`src/rtl/pipeline_pkg.sv`:
```
// Shared constants, instruction field positions and FSM encoding for the
// ID -> EXM -> WB pipeline control slice.
package pipeline_pkg;

  // Bubble encoding: addi x0,x0,0
  localparam logic [31:0] NOP_INST = 32'h00000013;

  // Instruction field positions
  localparam int RD_MSB  = 11;
  localparam int RD_LSB  = 7;
  localparam int RS1_MSB = 19;
  localparam int RS1_LSB = 15;
  localparam int RS2_MSB = 24;
  localparam int RS2_LSB = 20;
  localparam int OPC_MSB = 6;
  localparam int OPC_LSB = 0;

  // Flush sequencer states
  typedef enum logic {
    ST_RUN   = 1'b0,
    ST_FLUSH = 1'b1
  } state_e;

  // Destination register index of an instruction
  function automatic logic [4:0] rd_of(input logic [31:0] inst);
    return inst[RD_MSB:RD_LSB];
  endfunction

endpackage

```
`src/rtl/pipe_stage_reg.sv`:
```
// One pipeline register slice: instruction, PC, valid and write enables.
// hold freezes the slice; bubble replaces the payload with a NOP while the
// PC is still captured so a debugger can see where the bubble came from.
module pipe_stage_reg #(
  parameter int          XLEN        = 32,
  parameter logic [31:0] BUBBLE_INST = 32'h00000013
) (
  input  logic            clk,
  input  logic            rst_n,
  input  logic            hold,
  input  logic            bubble,
  input  logic [31:0]     in_inst,
  input  logic [XLEN-1:0] in_pc,
  input  logic            in_valid,
  input  logic            in_regwen,
  input  logic [3:0]      in_memwen,
  output logic [31:0]     out_inst,
  output logic [XLEN-1:0] out_pc,
  output logic            out_valid,
  output logic            out_regwen,
  output logic [3:0]      out_memwen
);

  logic [31:0]     inst_q,   inst_d;
  logic [XLEN-1:0] pc_q,     pc_d;
  logic            valid_q,  valid_d;
  logic            regwen_q, regwen_d;
  logic [3:0]      memwen_q, memwen_d;

  // Next slice contents: hold, capture a bubble, or capture the input
  always_comb begin
    inst_d   = inst_q;
    pc_d     = pc_q;
    valid_d  = valid_q;
    regwen_d = regwen_q;
    memwen_d = memwen_q;
    if (!hold) begin
      pc_d = in_pc;
      if (bubble) begin
        inst_d   = BUBBLE_INST;
        valid_d  = 1'b0;
        regwen_d = 1'b0;
        memwen_d = 4'h0;
      end else begin
        inst_d   = in_inst;
        valid_d  = in_valid;
        regwen_d = in_regwen;
        memwen_d = in_memwen;
      end
    end
  end

  // Slice registers with synchronous active-low reset to a bubble at PC 0
  always_ff @(posedge clk) begin
    if (!rst_n) begin
      inst_q   <= BUBBLE_INST;
      pc_q     <= '0;
      valid_q  <= 1'b0;
      regwen_q <= 1'b0;
      memwen_q <= 4'h0;
    end else begin
      inst_q   <= inst_d;
      pc_q     <= pc_d;
      valid_q  <= valid_d;
      regwen_q <= regwen_d;
      memwen_q <= memwen_d;
    end
  end

  assign out_inst   = inst_q;
  assign out_pc     = pc_q;
  assign out_valid  = valid_q;
  assign out_regwen = regwen_q;
  assign out_memwen = memwen_q;

endmodule

```
`src/rtl/pipeline_ctrl.sv`:
```
// Pipeline registers and control for the 3-stage core (ID -> EXM -> WB).
// Inserts bubbles on invalid ID, redirect and the following flush window,
// holds everything on stall, and counts retired instructions.
module pipeline_ctrl #(
  parameter int          XLEN         = 32,
  parameter int          FLUSH_CYCLES = 1,
  parameter logic [31:0] NOP_INST     = 32'h00000013
) (
  input  logic            clk,
  input  logic            rst_n,
  input  logic [31:0]     id_inst,
  input  logic [XLEN-1:0] id_pc,
  input  logic            id_valid,
  input  logic            id_regwen,
  input  logic [3:0]      id_memwen,
  input  logic            stall,
  input  logic            redirect,
  output logic [31:0]     EXMinst,
  output logic [XLEN-1:0] EXMpc,
  output logic            exm_valid,
  output logic            IDEXMRegWen,
  output logic [3:0]      IDEXMMEMWen,
  output logic [31:0]     WBinst,
  output logic [XLEN-1:0] WBpc,
  output logic            wb_valid,
  output logic            EXMWBRegWen,
  output logic            id_ready,
  output logic            flushing,
  output logic [63:0]     instret
);

  import pipeline_pkg::*;

  localparam int CNT_W = 2;

  state_e           state_q, state_d;
  logic [CNT_W-1:0] cnt_q,   cnt_d;
  logic [63:0]      instret_q, instret_d;
  logic             redirect_acc;
  logic             id_bubble;
  logic             id_regwen_masked;

  // x0 writes are never visible to forwarding
  assign id_regwen_masked = id_regwen & (rd_of(id_inst) != 5'd0);

  // Flush sequencer: accept a redirect in RUN, then squash the remaining
  // FLUSH_CYCLES-1 ID instructions; stall freezes the sequence
  always_comb begin
    state_d      = state_q;
    cnt_d        = cnt_q;
    redirect_acc = 1'b0;
    case (state_q)
      ST_RUN: begin
        if (redirect && exm_valid && !stall) begin
          redirect_acc = 1'b1;
          if (FLUSH_CYCLES > 1) begin
            state_d = ST_FLUSH;
            cnt_d   = CNT_W'(FLUSH_CYCLES - 1);
          end
        end
      end
      ST_FLUSH: begin
        if (!stall) begin
          cnt_d = cnt_q - 1'b1;
          if (cnt_q == CNT_W'(1)) begin
            state_d = ST_RUN;
          end
        end
      end
      default: begin
        state_d = ST_RUN;
        cnt_d   = '0;
      end
    endcase
  end

  // FSM state and flush counter
  always_ff @(posedge clk) begin
    if (!rst_n) begin
      state_q <= ST_RUN;
      cnt_q   <= '0;
    end else begin
      state_q <= state_d;
      cnt_q   <= cnt_d;
    end
  end

  assign id_bubble = !id_valid || (state_q == ST_FLUSH) || redirect_acc;

  // Retire counter: one per non-stalled edge with a real instruction in WB
  always_comb begin
    instret_d = instret_q;
    if (!stall && wb_valid) begin
      instret_d = instret_q + 64'd1;
    end
  end

  // Retire counter register
  always_ff @(posedge clk) begin
    if (!rst_n) begin
      instret_q <= '0;
    end else begin
      instret_q <= instret_d;
    end
  end

  pipe_stage_reg #(
    .XLEN        (XLEN),
    .BUBBLE_INST (NOP_INST)
  ) u_id_exm (
    .clk        (clk),
    .rst_n      (rst_n),
    .hold       (stall),
    .bubble     (id_bubble),
    .in_inst    (id_inst),
    .in_pc      (id_pc),
    .in_valid   (id_valid),
    .in_regwen  (id_regwen_masked),
    .in_memwen  (id_memwen),
    .out_inst   (EXMinst),
    .out_pc     (EXMpc),
    .out_valid  (exm_valid),
    .out_regwen (IDEXMRegWen),
    .out_memwen (IDEXMMEMWen)
  );

  // The EXM/WB store enables are not consumed downstream of WB
  logic [3:0] wb_memwen_unused;

  pipe_stage_reg #(
    .XLEN        (XLEN),
    .BUBBLE_INST (NOP_INST)
  ) u_exm_wb (
    .clk        (clk),
    .rst_n      (rst_n),
    .hold       (stall),
    .bubble     (1'b0),
    .in_inst    (EXMinst),
    .in_pc      (EXMpc),
    .in_valid   (exm_valid),
    .in_regwen  (IDEXMRegWen),
    .in_memwen  (IDEXMMEMWen),
    .out_inst   (WBinst),
    .out_pc     (WBpc),
    .out_valid  (wb_valid),
    .out_regwen (EXMWBRegWen),
    .out_memwen (wb_memwen_unused)
  );

  assign id_ready = ~stall;
  assign flushing = (state_q == ST_FLUSH);
  assign instret  = instret_q;

endmodule
```
`config.mk`:
```
export PLATFORM = sky130hd
export DESIGN_NAME = pipeline_ctrl
export DESIGN_NICKNAME = d
export VERILOG_FILES = /design/src/rtl/pipeline_pkg.sv /design/src/rtl/pipe_stage_reg.sv /design/src/rtl/pipeline_ctrl.sv
export SDC_FILE = /design/constraint.sdc
export NUM_CORES = 1
export LEC_CHECK = 0
export CAP_MARGIN = 15
export CORE_AREA = 8 8 167 122
export DETAILED_ROUTE_END_ITERATION = 8
export DIE_AREA = 0 0 175 130
export PLACE_DENSITY = 0.86
export SYNTH_ARGS = -nofsm -noshare
export SYNTH_HDL_FRONTEND = slang
export SYNTH_SLANG_ARGS = --single-unit
```
`constraint.sdc`:
```
create_clock -name clk -period 3.2 [get_ports clk]
set_input_delay 0.48 -clock clk [delete_from_list [all_inputs] [get_ports clk]]
set_output_delay 0.48 -clock clk [all_outputs]
set_load 0.02 [all_outputs]
```
==> impl_results.md <==
- Run status: finished, final reports clean
- Fraction of synthesized area in multiplexers: 12.8%
- Share of synthesized flip-flops with an asynchronous set or reset: 0%
- Avg Vias per Cell: 5.34
- Cell Area, Placed: 0.0108 sq mm
- Count of non-filler cells in the finished layout: 1338
- Detailed placement HPWL: 17.4 mm
- Distinct cells, synth: 39
- Number of clock sinks: 203
- Post-detailed-route count of antenna-violating nets: 0
- Dominant register cell in the synthesized netlist: dfxtp_1
- H-tree levels: 1
- DRT Wirelength: 24.1 mm
- Routed wire length per instance: 18.0 um
- Total global-route track usage: 19.7%
- Total power consumption of the routed design: 5.76 mW
- # setup viols final: 0
- Max Transition Viols Final: 0
- I/O pin total: 276
- Number of buffers inserted to repair setup after CTS: 0
- DRC: 0
- Final hold viol count: 0
- Number of antenna violations at the first check in global routing: 0
- Combinational family with the most area after synthesis: simple AND/OR/NAND/NOR gates
- Pin slew with the least headroom to its limit: 0.934 ns
- Library cell occupying the most area in the post-synthesis netlist: dfxtp_1
- Share of Yosys cell area claimed by the top area cell type: 51.8%
- Endpoint required time on the critical path: 3.61 ns
- Clock tree root buffer cell: clkbuf_16
- Arithmetic-cell share of the synthesized area counting full adders, half adders and majority gates: 0.319%
- Post-synthesis instance total: 832
- Register bit count reported by yosys: 203
- Worst Hold Class: in -> reg
- Clock Skews: 0.0109 ns
- Number of antenna diodes: 0
- Placer's final routability congestion estimate: 0.874
- Post-route cell area: 0.0115 sq mm
- EDFF count, synth: 0
- Crit path from: instret[0]
- Unrepaired setup endpoints after global routing: false
- Number of vias in the routed layout: 7147
- FMAX: 376 MHz
- Total of hold buffers inserted after clock tree synthesis: 0
- Router iterations before antenna repair: 5
- Share of synthesized cell area in and, or, nand and nor gates: 20.6%
- Synthesis-to-finish area growth: 47.1%
- Avg Synthesized Cell Area: 9.43 sq um
- Worst setup margin: 0.544 ns
- Sum of overflow across all layers after global routing: 0
- Placement row count: 41
- Rel. slew slack: 37.7%
- R2R Path Start: instret[0]
- Start-to-end type of the worst setup path: reg -> reg
- TritonCTS clock tree: built
- Type of element launching the critical path: flip-flop
- Max-cap check violation count: 0
- Vias in the first global route: 6879
- Xor/xnor share of the synthesized area: 3.68%
- Pin count of the biggest net entering global routing: 138
- Total Nets Final: 1166
- Most numerous cell in the Yosys netlist: dfxtp_1
- Fin crit period: 2.66 ns
- Synthesized area: 0.00785 sq mm
- Power density normalized to cell area: 499 mW/mm^2
- Largest cells by area after synthesis: dfxtp_1, mux2i_1, nor2_1
- Compound-Gate Fraction of Synth Area: 7.91%
- First-pass GRT wire length: 36.9 mm
- Area inside the core boundary: 0.0177 sq mm
- Number of gates given a new drive strength after cts: 0
- Sequential-to-total area share from yosys stat: 51.8%
- Worst hold-check slack: 0.412 ns
- Share of the core filled with cells in the final layout: 65.2%
- Die ar.: 0.0228 sq mm
- Worst-path clk slew: 0.06 ns
- Sum Neg Setup Slack: 0 ns
- Maximum fanout encountered on the critical timing path: 7
- Launch point of the worst hold path: stall
- Most numerous cell types in the synthesized netlist: dfxtp_1, nor2_1, mux2i_1
- Clock latency reported for the late side of the worst-skew pair: 0.49 ns
- Fraction of final layout cells with drive strength greater than 1: 4.99%
- Crit. End Element: flip-flop
- Iter 0 DRT Violations: 514
- Leakage component of the power: 4.29 nW
- Worst-case vdd ir drop: 0.409 mV
- Pre-CTS setup slack: 0.560 ns
- Number of warnings issued by yosys: 0
- Net count of the mapped netlist: 908
- Period utilization: 83.0%
- Effective utilization at floorplan: 44.3%
- Height of the chip: 130 um
- Die X: 175 um
- Total clock buffers created by CTS: 21
- I/O Buffers: 275
- Largest buffer count on any clock path: 3
- Cell count after placement: 1303
- CP Data Arrival Time: 3.07 ns
per-layer routing:
layer / global-route usage [%] / part of all wire [%] / vias to the layer above
met5: 0 / 0 / -
met4: 5.22 / 2.3 / 0
met3: 6.61 / 8.9 / 35
met1: 24.3 / 42 / 3406
met2: 32.8 / 46 / 269
li1: - / - / 3437
final cells by class:
type / instances / area, sq um
clock inverter: 8 / 143
fill: 1411 / 6160
inverter: 12 / 50.0
multi-input combinational: 567 / 3550
clock buffer: 27 / 588
sequential: 203 / 4060
timing repair buffer: 285 / 2850
tap: 236 / 295
kinds of logic after synthesis:
group                      Yosys count
and+or+nand+nor                    332
DFF                                203
adders and majority gates            2
AOI/OAI and AO/OA                  100
buffers and inverters               62
xor gates and xnor gates            33
muxes                              100
flip-flops by register name, summed over array words and instances (netlist names):
| name | cells |
|---|---|
| u_exm_wb.out_pc | 32 |
| u_exm_wb.out_valid | 1 |
| u_id_exm.out_pc | 32 |
| flushing | 1 |
| instret | 64 |
| u_id_exm.out_regwen | 1 |
| cnt_q | 2 |
| u_id_exm.out_memwen | 4 |
| u_exm_wb.out_regwen | 1 |
| u_id_exm.out_valid | 1 |
| u_exm_wb.out_inst | 32 |
| u_id_exm.out_inst | 32 |
cells in the final DEF, fill, tap and decap left out, types with 4 or more instances in the layout:
| master | instances |
|---|---|
| a21oi_1 | 33 |
| a22oi_1 | 33 |
| and3_1 | 4 |
| and4_1 | 4 |
| buf_4 | 8 |
| bufinv_16 | 4 |
| clkbuf_16 | 21 |
| clkbuf_8 | 4 |
| clkdlybuf4s50_1 | 274 |
| dfxtp_1 | 203 |
| inv_1 | 11 |
| mux2i_1 | 100 |
| nand2_1 | 35 |
| nand3_1 | 18 |
| nand4_1 | 18 |
| nor2_1 | 170 |
| nor3_1 | 13 |
| nor4_1 | 11 |
| o21ai_0 | 18 |
| o31ai_1 | 10 |
| or3_1 | 23 |
| or4_1 | 13 |
| xnor2_1 | 19 |
| xor2_1 | 14 |
worst paths after layout:
kind,to,slack [ns],cells past startpoint
worst max-delay path,instret[48],0.54,6
worst min-delay path,instret[0],0.41,4
worst max register to register,instret[48],0.54,6
worst min register to register,flushing,0.49,2
critical path, stage by stage, from the launching register on:
cell	delay [ns]
dfxtp_1	0.41
ha_1	0.22
nand4b_1	0.20
or4_1	0.52
or4_1	0.64
or4_1	0.44
a21oi_1	0.15
report_power, final:
| group | leakage, nW | total (mW) | switching, mW | internal [mW] |
|---|---|---|---|---|
| Combinational | 2.29 | 0.528 | 0.261 | 0.267 |
| Clock | 0.358 | 2.59 | 0.977 | 1.61 |
| Sequential | 1.65 | 2.64 | 0.0477 | 2.59 |
Power figures use the tool's default switching activity.
